### config.mk
export PLATFORM = sky130hd
export DESIGN_NAME = parallel_to_serial
export DESIGN_NICKNAME = d
export VERILOG_FILES = /design/src/rtl/serdes_pkg.sv /design/src/rtl/parallel_to_serial.sv
export SDC_FILE = /design/constraint.sdc
export NUM_CORES = 1
export LEC_CHECK = 0
export ABC_AREA = 0
export BUFFER_PORTS_ARGS = -buffer_cell sky130_fd_sc_hd__clkbuf_2
export CORE_UTILIZATION = 49
export DETAILED_ROUTE_END_ITERATION = 6
export PLACE_DENSITY = 0.82
export SYNTH_ARGS = -nofsm -noshare
export SYNTH_HDL_FRONTEND = slang
export SYNTH_SLANG_ARGS = --single-unit
export TNS_END_PERCENT = 10
### constraint.sdc
create_clock -name clk -period 1.65 [get_ports clk]
set_input_delay 0.4125 -clock clk [delete_from_list [all_inputs] [get_ports clk]]
set_output_delay 0.4125 -clock clk [all_outputs]
set_load 0.05 [all_outputs]
### src/rtl/serdes_pkg.sv
// rtl/serdes_pkg.sv - shared types and defaults for the serdes transmit/receive pair
package serdes_pkg;

    typedef enum logic {
        IDLE  = 1'b0,
        SHIFT = 1'b1
    } p2s_state_t;

    localparam int DEFAULT_DATA_W = 8;

endpackage

### src/rtl/parallel_to_serial.sv
// rtl/parallel_to_serial.sv - word-to-bit serializer with a one-word holding register
module parallel_to_serial
    import serdes_pkg::*;
#(
    parameter int DATA_W    = DEFAULT_DATA_W,
    parameter bit LSB_FIRST = 1'b1
) (
    input  logic              clk,
    input  logic              rst_n,
    input  logic [DATA_W-1:0] parallel_i,
    input  logic              valid_i,
    output logic              ready_o,
    input  logic              bit_en_i,
    output logic              serial_o,
    output logic              valid_o,
    output logic              last_o,
    output logic              busy_o
);

    localparam int CNT_W = $clog2(DATA_W);

    p2s_state_t        state, state_n;
    logic [DATA_W-1:0] shifter, shifter_n;
    logic [DATA_W-1:0] hold, hold_n;
    logic              hold_valid, hold_valid_n;
    logic [CNT_W-1:0]  count, count_n;
    logic              serial_n, valid_n, last_n, busy_n;

    logic accept;
    logic emit;
    logic final_bit;
    logic head;

    assign ready_o   = !hold_valid;
    assign accept    = valid_i && ready_o;
    assign emit      = (state == SHIFT) && bit_en_i;
    assign final_bit = emit && (count == CNT_W'(DATA_W - 1));
    assign head      = LSB_FIRST ? shifter[0] : shifter[DATA_W-1];

    always_ff @(posedge clk or negedge rst_n) begin
        if (!rst_n) begin
            state      <= IDLE;
            shifter    <= '0;
            hold       <= '0;
            hold_valid <= 1'b0;
            count      <= '0;
            serial_o   <= 1'b0;
            valid_o    <= 1'b0;
            last_o     <= 1'b0;
            busy_o     <= 1'b0;
        end else begin
            state      <= state_n;
            shifter    <= shifter_n;
            hold       <= hold_n;
            hold_valid <= hold_valid_n;
            count      <= count_n;
            serial_o   <= serial_n;
            valid_o    <= valid_n;
            last_o     <= last_n;
            busy_o     <= busy_n;
        end
    end

    always_comb begin
        state_n      = state;
        shifter_n    = shifter;
        hold_n       = hold;
        hold_valid_n = hold_valid;
        count_n      = count;
        serial_n     = serial_o;
        valid_n      = 1'b0;
        last_n       = 1'b0;

        if (emit) begin
            serial_n  = head;
            valid_n   = 1'b1;
            last_n    = final_bit;
            shifter_n = LSB_FIRST ? (shifter >> 1) : (shifter << 1);
            count_n   = count + CNT_W'(1);
        end

        // A held word refills the shifter on the final bit so the next word follows without a bubble.
        if (final_bit) begin
            if (hold_valid) begin
                shifter_n    = hold;
                count_n      = '0;
                hold_valid_n = 1'b0;
            end else begin
                state_n = IDLE;
            end
        end

        // accept implies hold is empty, so it never collides with the hold transfer above
        if (accept) begin
            if ((state == IDLE) || final_bit) begin
                shifter_n = parallel_i;
                count_n   = '0;
                state_n   = SHIFT;
            end else begin
                hold_n       = parallel_i;
                hold_valid_n = 1'b1;
            end
        end

        busy_n = (state_n == SHIFT) || hold_valid_n;
    end

endmodule

==> results.toml <==
[timing]
rsz0062_at_grt = "yes"
finalCritPeriodShare = 0.985
finalWorstSetupSlack_ps = 25.1
max_freq_ghz = 0.615
fin_worst_skew_ps = 18.8
hold-worst-slack_ps = 50.9
setup_violations = 0
finalSetupTns_ps = 0
worstMarginPinSlew_ps = 600
hold_viol = 0
fin_crit_ps = 1620
maxSlewHeadroom = 0.600
maxSlewViolCount = 0

[drt]
drt-total-wl_um = 2610
vias = 952
first_pass_iters = 4
first_iter_violations = 46
wl_per_cell_um = 16.3
viasPerCell = 5.95
drcViolationCount = 0
antenna_left = 0

[critical_path]
rr_endpoint = "hold[2]"
path_max_fanout = 4
ff2ff_setup_slack_ps = 30
ff2ff_path_depth = 5
crit_path_end_kind = "register"
arrival_ps = 1860
critical_path_class = "reg2reg"
crit_required_ps = 1890
cp-start-kind = "register"
r2r-start = "count[0]"

[clock_tree]
cts_root_buf = "clkbuf_4"
cts-buffers-inserted = 3
clock_latency_ps = 330
cts_sinks = 25
post-cts-setup-buffer-count = 0
cts_htree_levels = 1
cts.clk_slew.worst_paths_ps = 150
cts_hold_buf = 0
clockBufferDepth = 2
cts_tree = "yes"

[placement]
pre_cts_slack_ps = -81.2
port_buffers = 16
hpwl_um = 1690
gp_congestion = 0.860
postPlaceCellArea_um2 = 1310

[die]
core_um2 = 2250
ios = 17
start_util = 0.527
die_x_um = 51.3
std_cell_rows = 17
die-area_um2 = 2630
die_height_um = 51.3

[logic_synthesis]
syn_inst = 110
synth.net_count = 124
yosys_warnings = 0
synth_top_cell_area_share = 0.526
synth_seq_cells = 25
synth-seq-area-share = 0.526
yosysUniqueCellTypes = 26
ys_top_cells_by_area = "dfrtp_1 (53%), mux2_2 (7.6%), a211oi_1 (4.4%)"
syn_area_per_cell_um2 = 10.8
netlist_area_um2 = 1190
synth_top_area_cell = "dfrtp_1"

[final_layout]
diodes = 0
layout_common_cells = "dfrtp_1 (25), clkbuf_2 (15), nand2_1 (11)"
fill_cells = 197
multiInputGateArea_um2 = 587
area_delta_synth_final_pct = 20.4
seq_area_um2 = 626
fin_nets = 147
fin_util = 0.635
drive_above_1_share = 0.409
layout_commonest_cell = "dfrtp_1"
final_area_um2 = 1430

[status]
status = "complete, no violations"

[global_route]
grtUsageTotal = 0.218
grt_pass1_wl_um = 4130
grt.overflow.total = 0
antenna_found_initial = 0
grt_pass1_vias = 891
grt_max_degree = 26

[flow_run]
cap_violations = 0

[power_and_ir_drop]
power.density_nw_per_um2 = 918
leakage_uw = 0.000687
ir_worst_vdd_uv = 650

[hold_path]
min_path_type = "in2async"
[worst max-delay path: stages (launching register included)]
cell,delay (ps)
dfrtp_1,400
ha_1,210
ha_2,190
a21boi_2,220
nand2_1,200
mux2_2,320
[power by group]
part	total, uW	switching [uW]	internal (uW)	leakage [uW]
combinational	286	146	140	0.000366
sequential	746	48.4	698	0.000307
clock	282	189	92.8	0.0000139
[state kept, by name, summed over array words and instances (netlist names)]
register / count
busy_o: 1
count: 3
hold: 8
hold_valid: 1
last_o: 1
serial_o: 1
shifter: 8
state: 1
valid_o: 1
[Yosys cell counts]
master / count
nor3_1: 1
nand2_1: 11
inv_1: 2
and2_4: 1
a21boi_0: 1
buf_2: 1
mux2i_1: 1
o31ai_1: 7
nand3_1: 8
a21bo_1: 1
nand2_2: 1
and3_1: 8
dfrtp_1: 25
ha_1: 2
and3_2: 1
a211oi_1: 7
o21ai_0: 2
xnor2_1: 1
nor2_1: 9
clkbuf_1: 2
a21oi_1: 2
and2b_2: 2
mux2_2: 8
o21ai_1: 1
buf_6: 4
nand2b_1: 1
[per-stage QoR]
step	total power, uW	std cells
6_report	1310	160
5_1_grt	1380	160
4_1_cts	1280	160
3_5_place_dp	988	155
3_3_place_gp	968	155
2_1_floorplan	900	110
[routing by layer]
metal	part of all wire	track usage	routed length (um)
met1	0.43	0.292	1130
met2	0.50	0.368	1310
met3	0.053	0.0268	137
met4	0.0096	0.0676	25
met5	0	0	0
[worst max path at each step]
| stage | startpoint | endpoint | cells past startpoint |
|---|---|---|---|
| floorplan | count[0] | shifter[0] | 7 |
| global placement | count[0] | hold[7] | 5 |
| detailed placement | count[0] | hold[7] | 5 |
| CTS | count[0] | shifter[1] | 6 |
| global route | count[0] | shifter[4] | 7 |
| finish | count[0] | hold[2] | 5 |
[logic make-up (layout without fill, tap and decap cells)]
group | Yosys count | count (layout) | share of synthesized area
and+or+nand+nor | 43 | 44 | 0.182
DFF | 25 | 25 | 0.526
AOI/OAI and AO/OA | 21 | 21 | 0.124
muxes | 9 | 9 | 0.0842
buffers and inverters | 9 | 30 | 0.0547
adders and majority gates | 2 | 2 | 0.0210
xor gates and xnor gates | 1 | 1 | 0.00737
[layout make-up]
type,instances,area share
timing repair buffer,24,0.102
clock inverter,1,0.00524
multi-input combinational,77,0.410
clock buffer,3,0.0157
inverter,2,0.00524
sequential,25,0.437
tap,28,0.0245
[timing repair]
item	4_1_cts	5_1_grt
pin swaps	1	7
setup endpoints to repair	15	13
gates cloned	1	0
resized for setup	6	14
No activity file was read; power rests on OpenSTA's default activity.
